==> src/rtl/uart_term_tx_if.sv <==
// Byte write handshake into the UART transmitter FIFO.
// The transmitter presents its FIFO-not-full status on wr_ready.
interface uart_term_tx_if;
   logic [7:0] wr_data;
   logic       wr_valid;
   logic       wr_ready;

   modport master (output wr_data, output wr_valid, input wr_ready);
   modport slave  (input wr_data, input wr_valid, output wr_ready);
endinterface

==> src/rtl/uart_term_tx.sv <==
// 8N1 UART transmitter with a small byte FIFO and an internal baud counter.
// The line output and all status outputs come straight from flops.
module uart_term_tx #(
   parameter int CLKS_PER_BIT = 16,
   parameter int FIFO_DEPTH   = 4
) (
   input  logic                        HCLK,
   input  logic                        HRESET,
   uart_term_tx_if.slave               wr,
   output logic                        tx,
   output logic                        busy,
   output logic [$clog2(FIFO_DEPTH):0] fifo_count
);

   localparam int BW = (CLKS_PER_BIT > 1) ? $clog2(CLKS_PER_BIT) : 1;
   localparam int PW = (FIFO_DEPTH > 1) ? $clog2(FIFO_DEPTH) : 1;
   localparam int CW = PW + 1;
   localparam logic [BW-1:0] BAUD_LAST  = BW'(CLKS_PER_BIT - 1);
   localparam logic [CW-1:0] COUNT_FULL = CW'(FIFO_DEPTH);

   localparam logic [1:0] ST_IDLE  = 2'd0;
   localparam logic [1:0] ST_START = 2'd1;
   localparam logic [1:0] ST_DATA  = 2'd2;
   localparam logic [1:0] ST_STOP  = 2'd3;

   logic [1:0]    state_r, state_s;
   logic [BW-1:0] baud_r, baud_s;
   logic [2:0]    bit_idx_r, bit_idx_s;
   logic [7:0]    shift_r, shift_s;
   logic          tx_r, tx_s;
   logic          busy_r, busy_s;
   logic [CW-1:0] count_r, count_s;
   logic          wr_ready_r;
   logic [PW-1:0] rd_ptr_r, wr_ptr_r;
   logic [7:0]    mem_r [FIFO_DEPTH];
   logic          push_s, pop_s, baud_end_s, fifo_empty_s;

   assign push_s       = wr.wr_valid & wr_ready_r;
   assign baud_end_s   = (baud_r == BAUD_LAST);
   assign fifo_empty_s = (count_r == CW'(0));
   assign count_s      = count_r + CW'(push_s) - CW'(pop_s);

   // Frame sequencer; tx is decoded from the next state so the line flop never glitches.
   always_comb begin
      state_s   = state_r;
      baud_s    = baud_r;
      bit_idx_s = bit_idx_r;
      shift_s   = shift_r;
      pop_s     = 1'b0;
      case (state_r)
         ST_IDLE: begin
            baud_s = BW'(0);
            if (!fifo_empty_s) begin
               pop_s     = 1'b1;
               shift_s   = mem_r[rd_ptr_r];
               bit_idx_s = 3'd0;
               state_s   = ST_START;
            end else begin
               state_s = ST_IDLE;
            end
         end
         ST_START: begin
            if (baud_end_s) begin
               baud_s  = BW'(0);
               state_s = ST_DATA;
            end else begin
               baud_s = baud_r + BW'(1);
            end
         end
         ST_DATA: begin
            if (baud_end_s) begin
               baud_s    = BW'(0);
               shift_s   = {1'b0, shift_r[7:1]};
               bit_idx_s = bit_idx_r + 3'd1;
               if (bit_idx_r == 3'd7) begin
                  state_s = ST_STOP;
               end else begin
                  state_s = ST_DATA;
               end
            end else begin
               baud_s = baud_r + BW'(1);
            end
         end
         ST_STOP: begin
            if (baud_end_s) begin
               baud_s = BW'(0);
               // Back-to-back frames: reload straight into START without an idle cycle.
               if (!fifo_empty_s) begin
                  pop_s     = 1'b1;
                  shift_s   = mem_r[rd_ptr_r];
                  bit_idx_s = 3'd0;
                  state_s   = ST_START;
               end else begin
                  state_s = ST_IDLE;
               end
            end else begin
               baud_s = baud_r + BW'(1);
            end
         end
         default: begin
            baud_s  = BW'(0);
            state_s = ST_IDLE;
         end
      endcase

      case (state_s)
         ST_START: tx_s = 1'b0;
         ST_DATA:  tx_s = shift_s[0];
         default:  tx_s = 1'b1;
      endcase
      busy_s = (state_s != ST_IDLE);
   end

   // State, pointers and registered outputs; reset abandons any frame and empties the FIFO.
   always_ff @(posedge HCLK) begin
      if (HRESET) begin
         state_r    <= ST_IDLE;
         baud_r     <= BW'(0);
         bit_idx_r  <= 3'd0;
         shift_r    <= 8'd0;
         tx_r       <= 1'b1;
         busy_r     <= 1'b0;
         count_r    <= CW'(0);
         wr_ready_r <= 1'b1;
         rd_ptr_r   <= PW'(0);
         wr_ptr_r   <= PW'(0);
      end else begin
         state_r    <= state_s;
         baud_r     <= baud_s;
         bit_idx_r  <= bit_idx_s;
         shift_r    <= shift_s;
         tx_r       <= tx_s;
         busy_r     <= busy_s;
         count_r    <= count_s;
         wr_ready_r <= (count_s != COUNT_FULL);
         if (push_s) begin
            wr_ptr_r <= wr_ptr_r + PW'(1);
         end else begin
            wr_ptr_r <= wr_ptr_r;
         end
         if (pop_s) begin
            rd_ptr_r <= rd_ptr_r + PW'(1);
         end else begin
            rd_ptr_r <= rd_ptr_r;
         end
      end
   end

   // FIFO storage needs no reset; occupancy alone decides what is valid.
   always_ff @(posedge HCLK) begin
      if (push_s && !HRESET) begin
         mem_r[wr_ptr_r] <= wr.wr_data;
      end
   end

   assign tx          = tx_r;
   assign busy        = busy_r;
   assign fifo_count  = count_r;
   assign wr.wr_ready = wr_ready_r;

endmodule

==> src/flat_wrapper.sv <==
// flat-port wrapper written by rule: the top's interface ports become plain ports
module uart_term_tx_flat 
#(
   parameter int CLKS_PER_BIT = 16,
   parameter int FIFO_DEPTH   = 4
)
  (HCLK, HRESET, tx, busy, fifo_count, wr_wr_data, wr_wr_valid, wr_wr_ready);
  uart_term_tx_if wr_i ();
  input  logic HCLK;
  input  logic HRESET;
  output logic tx;
  output logic busy;
  output logic [$clog2(FIFO_DEPTH):0] fifo_count;
  input wire logic [$bits(wr_i.wr_data)-1:0] wr_wr_data;
  input wire logic [$bits(wr_i.wr_valid)-1:0] wr_wr_valid;
  output wire logic [$bits(wr_i.wr_ready)-1:0] wr_wr_ready;
  assign wr_i.wr_data = wr_wr_data;
  assign wr_i.wr_valid = wr_wr_valid;
  assign wr_wr_ready = wr_i.wr_ready;
  uart_term_tx #(.CLKS_PER_BIT(CLKS_PER_BIT), .FIFO_DEPTH(FIFO_DEPTH)) u_core (.HCLK(HCLK), .HRESET(HRESET), .wr(wr_i), .tx(tx), .busy(busy), .fifo_count(fifo_count));
endmodule
==> config.mk <==
export PLATFORM = sky130hd
export DESIGN_NAME = uart_term_tx_flat
export DESIGN_NICKNAME = d
export VERILOG_FILES = /design/src/rtl/uart_term_tx_if.sv /design/src/rtl/uart_term_tx.sv /design/src/flat_wrapper.sv
export SDC_FILE = /design/constraint.sdc
export NUM_CORES = 1
export LEC_CHECK = 0
export CAP_MARGIN = 20
export CORE_UTILIZATION = 50
export DETAILED_ROUTE_END_ITERATION = 16
export GPL_TIMING_DRIVEN = 0
export PLACE_DENSITY = 0.68
export SETUP_SLACK_MARGIN = 0.1
export SYNTH_ARGS = -nofsm -noshare
export SYNTH_HDL_FRONTEND = slang
export SYNTH_SLANG_ARGS = --single-unit
==> constraint.sdc <==
create_clock -name HCLK -period 4.2 [get_ports HCLK]
set_input_delay 0.84 -clock HCLK [delete_from_list [all_inputs] [get_ports HCLK]]
set_output_delay 0.84 -clock HCLK [all_outputs]
set_load 0.01 [all_outputs]
==> impl_metrics.py, run 1 <==
metrics = {
    "run_status": {
        "outcome": "complete, no violations",
    },
    "routing": {
        "wl_microns": 4630,
        "wl_per_cell_microns": 15.4,
        "vias_per_cell": 5.43,
        "ant_nets": 0,
        "dr_total_vias": 1634,
        "drt-pass1-iter-count": 4,
        "drc": 0,
        "drt-initial-drc-count": 170,
    },
    "worst_setup_path": {
        "reg2reg_from": "u_core.state_r[1]",
        "cp-start-kind": "flip-flop",
        "crit_start": "u_core.state_r[1]",
        "worstPathArrival_ps": 3210,
        "ff2ff_setup_slack_ps": 1200,
        "cp.required_ps": 4410,
        "critical_path.endpoint_type": "flip-flop",
        "critical_path_class": "flip-flop to flip-flop",
        "r2r_cells": 13,
        "crit_path_max_fanout": 9,
    },
    "pwr": {
        "p_leak_nw": 1.13,
        "peakVddDrop_mv": 0.243,
        "switching_share_pct": 32.5,
        "seq_power_share_pct": 42.0,
        "switchingPower_mw": 0.588,
        "pwr-share-comb_pct": 32.9,
        "powerDensity_nw_per_um2": 590,
        "internal_power_mw": 1.22,
        "p_clk_share_pct": 25.0,
    },
    "synth": {
        "synth_top_flop_cell": "edfxtp_1",
        "synth-xor-area-share_pct": 2.32,
        "synth_adder_area_share_pct": 7.40,
        "ys_ff_latch": 61,
        "synth_area_sq_um": 2640,
        "yosysWarnings": 0,
        "synthSimpleGateAreaFrac_pct": 11.7,
        "avgSynthCellArea_sq_um": 13.3,
        "ys_async_sr_fraction_pct": 0,
        "ys_seq_area_share_pct": 58.4,
        "synth_edf_count": 32,
        "synth.distinct_cells": 42,
        "synth_compound_area_share_pct": 10.2,
        "synth_top_family_by_area": "simple AND/OR/NAND/NOR gates",
        "muxShareOfSynthArea_pct": 7.21,
        "syn-num-nets": 225,
        "syn_inst": 199,
    },
    "die": {
        "rows": 26,
        "io_pins": 17,
        "die_w_microns": 74.6,
        "die_area_sq_um": 5570,
        "die_h_microns": 74.6,
        "core_sq_um": 5110,
        "start_util_pct": 51.7,
    },
    "clock_tree": {
        "clockBufferDepth": 2,
        "htree_levels": 3,
        "cts_buffers": 9,
        "cts_tree": "built",
        "cts.sinks": 61,
        "insertion_delay_ps": 330,
        "clk_pin_slew_ps": 70,
        "postCtsHoldBufs": 0,
        "root_buffer": "clkbuf_8",
        "cts_setup_buffers": 0,
        "ctsResizeCount": 0,
    },
    "timing": {
        "hold_ws_ps": 461,
        "setup_viol": 0,
        "finalCriticalPeriod_ps": 3000,
        "maxSlewHeadroom_pct": 58.0,
        "finalHoldViolations": 0,
        "skew_ps": 6.88,
        "max_freq_ghz": 0.333,
        "drv_slew": 0,
        "fin_crit_sh_pct": 71.4,
        "rsz0062_at_grt": "false",
        "setup_tns_ps": 0,
        "tightest_slew_ps": 625,
    },
    "grt": {
        "grt_pass1_vias": 1661,
        "grt_max_degree": 13,
        "grt_pass1_wl_microns": 7760,
        "overflow": 0,
        "globalRouteTotalUtil_pct": 19.1,
        "antenna_found_initial": 0,
    },
    "place": {
        "place.gp.congestion": 0.873,
        "dp_hpwl_microns": 3230,
        "dp.cells": 285,
        "port_buffers": 16,
    },
    "layout": {
        "nFillCells": 421,
        "fin_util_pct": 59.9,
        "diodes": 0,
        "drive_gt1_share_pct": 15.2,
        "regArea_sq_um": 1540,
        "syn_to_final_growth_pct": 16.0,
        "final_cells": 301,
        "multiInputGateArea_sq_um": 1020,
        "fin_nets": 252,
    },
    "min_path": {
        "hp-class": "flip-flop to flip-flop",
        "hold_start": "u_core.baud_r[0]",
        "min_path_cells": 1,
    },
    "flow_run": {
        "maxCapViolCount": 0,
    },
}
==> Yosys cell counts, drive strengths merged, types with 2 or more instances <==
master  number  share of area, %
nor2b        2              0.47
a22o         7               2.3
dfxtp       29                22
a21oi        8               1.5
nand3        2              0.57
and2         5               1.2
mux4         8               6.8
xor2         2              0.66
clkbuf       4              0.57
edfxtp      32                36
and3         9               2.4
nor3         6               1.1
buf          3              0.76
xnor2        5               1.7
a221o        7               2.7
nand2        7               1.0
ha          14               6.6
inv         10               1.4
nor2        20               2.9
nor3b        2              0.57
==> layout make-up <==
| class | count | share of cell area, % |
|---|---|---|
| inverters | 10 | 1.23 |
| flip-flops and latches | 61 | 50.3 |
| plain buffers | 7 | 1.14 |
| clock inverters | 7 | 1.68 |
| multi-input cells | 121 | 33.5 |
| clock buffers | 9 | 4.05 |
| repair buffers | 16 | 5.23 |
| well taps | 70 | 2.86 |
==> metal layers <==
metal / vias up / wire length (microns) / track usage [%]
li1: 801 / - / -
met4: 0 / 89 / 10.1
met3: 11 / 106 / 3.61
met5: - / 0 / 0
met1: 796 / 2170 / 24.6
met2: 26 / 2270 / 30.9
==> stage by stage <==
step | area (sq um) | total power [mW] | worst slack, ps
floorplan | 2640 | 1.20 | 1620
global placement | 2890 | 1.34 | 1310
detailed placement | 2890 | 1.36 | 1220
CTS | 3060 | 1.82 | 1190
global route | 3060 | 1.92 | 968
finish | 3060 | 1.81 | 1200
==> final timing paths <==
kind | endpoint
max | u_core.wr.wr_ready
min | u_core.baud_r[0]
max reg2reg | u_core.wr.wr_ready
min reg2reg | u_core.baud_r[0]
==> logic make-up (layout without fill, tap and decap cells) <==
kind of cell,after synthesis,count (layout)
DFF,61,61
and+or+nand+nor,58,58
AOI/OAI and AO/OA,32,32
buffers and inverters,17,49
adders and majority gates,15,15
muxes,9,9
xor gates and xnor gates,7,7
==> cells in the final DEF (no fill, tap or decap), drive strengths merged, types with 2 or more instances in the layout <==
cell type,instances
clkdlybuf4s50,16
edfxtp,32
clkinvlp,4
and2,5
buf,3
and3,9
inv,11
a221o,7
nor3b,2
clkbuf,13
nor3,6
a21oi,8
nor2,20
mux4,8
xnor2,5
nor2b,2
a22o,7
xor2,2
nand3,2
ha,14
clkinv,2
dfxtp,29
nand2,7
==> power groups by stage <==
stage | logic, mW | registers [mW] | clock network (mW)
floorplan | 0.431 | 0.771 | 0
global placement | 0.570 | 0.768 | 0
detailed placement | 0.590 | 0.773 | 0
CTS | 0.596 | 0.759 | 0.462
global route | 0.666 | 0.768 | 0.487
finish | 0.595 | 0.759 | 0.453
==> critical path, stage by stage (launching register included) <==
cell and delay [ps]:
dfxtp_1 410, ha_1 370, a41o_1 370, nand2_1 150, nor2_1 200, ha_1 260
inv_1 60, ha_1 140, inv_1 50, fa_1 370, xor2_1 160, xnor2_1 140
nor2_1 130, nand3b_1 90
==> state kept, by name, indices dropped and copies added, names as in the netlist, named ones only <==
name	count
u_core.wr.wr_ready	1
u_core.busy	1
u_core.tx	1
u_core.rd_ptr_r	2
u_core.bit_idx_r	3
u_core.baud_r	4
u_core.state_r	2
u_core.mem_r	32
u_core.fifo_count	3
u_core.shift_r	8
u_core.wr_ptr_r	2
No activity file was read; power rests on OpenSTA's default activity.
==> run 2: changes to the inputs <==
Settings changed: PLACE_DENSITY 0.68 to 0.71.
Clock period 4.2 ns to 2.7 ns, I/O delays scaled along.
==> run 2 against run 1 <==
Total power grew 62%; via count grew 0.86%; core utilization grew 1.6 points; largest cell class unchanged; largest power group unchanged; critical endpoint unchanged.
==> impl_metrics.py, run 2 (synthesis results as in run 1) <==
metrics = {
    "worst_setup_path": {
        "crit_path_max_fanout": 4,
        "cp.required_ps": 2920,
        "cp-start-kind": "flip-flop",
        "critical_path_class": "flip-flop to flip-flop",
        "critical_path.endpoint_type": "flip-flop",
        "worstPathArrival_ps": 2700,
    },
    "routing": {
        "drt-pass1-iter-count": 5,
        "dr_total_vias": 1648,
        "wl_microns": 4480,
        "drc": 0,
        "highest_layer": "met4",
        "ant_nets": 0,
        "drt-initial-drc-count": 111,
        "met3_length_microns": 196,
        "wl_met1_microns": 1990,
        "vias_per_cell": 5.44,
        "wl_per_cell_microns": 14.8,
        "wl_met2_microns": 2200,
    },
    "die": {
        "io_pins": 17,
        "die_h_microns": 74.6,
        "die_w_microns": 74.6,
        "rows": 26,
        "start_util_pct": 51.7,
        "die_area_sq_um": 5570,
        "core_sq_um": 5110,
    },
    "layout": {
        "final_cells": 303,
        "fin_nets": 254,
        "drive_gt1_share_pct": 21.0,
        "regMostFlops": "u_core.mem_r",
        "diodes": 0,
        "multiInputGateArea_sq_um": 1070,
        "fin_area_sq_um": 3140,
        "syn_to_final_growth_pct": 19.1,
        "final_common_cell": "edfxtp_1",
        "regArea_sq_um": 1550,
        "biggestRegsByFlops": "u_core.mem_r: 32 flops, u_core.shift_r: 8 flops, u_core.baud_r: 4 flops",
        "nFillCells": 413,
        "final_cell_mix": "edfxtp_1, dfxtp_1, nor2_1, clkdlybuf4s50_1, ha_1",
        "largest_reg_flops": 32,
        "fin_util_pct": 61.5,
    },
    "timing": {
        "setup_ws_ps": 221,
        "finalHoldViolations": 0,
        "setup_tns_ps": 0,
        "hold_ws_ps": 465,
        "rsz0062_at_grt": "false",
        "finalCriticalPeriod_ps": 2480,
        "skew_ps": 6.22,
        "setup_viol": 0,
        "tightest_slew_ps": 687,
        "drv_slew": 0,
        "max_freq_ghz": 0.403,
        "maxSlewHeadroom_pct": 53.8,
        "fin_crit_sh_pct": 91.8,
    },
    "grt": {
        "grt_pass1_vias": 1530,
        "antenna_found_initial": 0,
        "globalRouteTotalUtil_pct": 17.9,
        "overflow": 0,
        "grt_max_degree": 12,
        "grt_pass1_wl_microns": 7030,
    },
    "place": {
        "place.gp.congestion": 0.789,
        "port_buffers": 16,
        "place_area_sq_um": 2890,
        "dp.cells": 285,
        "dp_slack_ps": -193,
        "dp_hpwl_microns": 3060,
    },
    "pwr": {
        "power_mw": 2.93,
        "powerDensity_nw_per_um2": 931,
        "p_leak_nw": 1.15,
        "p_clk_share_pct": 26.7,
        "peakVddDrop_mv": 0.608,
        "switching_share_pct": 31.0,
        "switchingPower_mw": 0.907,
        "pwr-share-comb_pct": 32.7,
        "seq_power_share_pct": 40.6,
        "internal_power_mw": 2.02,
    },
    "clock_tree": {
        "clk_pin_slew_ps": 70,
        "htree_levels": 3,
        "cts_tree": "built",
        "insertion_delay_ps": 340,
        "cts.sinks": 61,
        "clockBufferDepth": 2,
        "cts_buffers": 9,
        "postCtsHoldBufs": 0,
        "root_buffer": "clkbuf_8",
    },
    "min_path": {
        "hp-class": "flip-flop to flip-flop",
    },
    "run_status": {
        "outcome": "complete, no violations",
    },
    "flow_run": {
        "maxCapViolCount": 0,
    },
}
==> run 2: cell type report <==
cell class                      instances  area share [%]
Sequential cell                        61            49.3
Clock inverter                          6            2.03
Multi-Input combinational cell        121            33.9
Clock buffer                           10            4.06
Timing Repair Buffer                   18            5.57
Tap cell                               70            2.79
Inverter                               10            1.19
Buffer                                  7            1.11
==> run 2: worst paths after layout <==
kind / from / to / slack (ps) / cells past startpoint
setup / recovery: u_core.state_r[0] / u_core.wr.wr_ready / 220 / 14
hold / removal: u_core.bit_idx_r[2] / u_core.bit_idx_r[2] / 470 / 2
setup reg to reg: u_core.state_r[0] / u_core.wr.wr_ready / 220 / 14
hold reg to reg: u_core.bit_idx_r[2] / u_core.bit_idx_r[2] / 470 / 2
==> run 2: worst max-delay path, cell delays in order (launching register included) <==
cell,delay (ps)
dfxtp_4,380
inv_2,70
ha_2,190
a41o_2,260
nand2_4,90
nor2_2,50
ha_1,270
inv_1,50
ha_1,130
inv_1,50
fa_2,330
xor2_1,160
xnor2_1,130
nor2_1,110
nand3b_1,100
==> run 2: power groups by stage <==
stage	Combinational, mW	Sequential [mW]	Clock (mW)
global route	1.06	1.21	0.826
CTS	0.930	1.19	0.794
global placement	0.895	1.20	0
detailed placement	0.908	1.20	0
floorplan	0.670	1.20	0
finish	0.957	1.19	0.780
==> run 2: what timing repair did <==
action,CTS,global route
pin swaps,0,1
gates resized for setup,8,9
cloned,0,0
setup endpoints to repair,2,2
buffers inserted,1,1
==> run 2: per-layer routing <==
metal	vias to the layer above	GRT usage, %
li1	805	-
met1	787	21.7
met5	-	0
met3	10	4.42
met4	0	9.85
met2	46	29.4
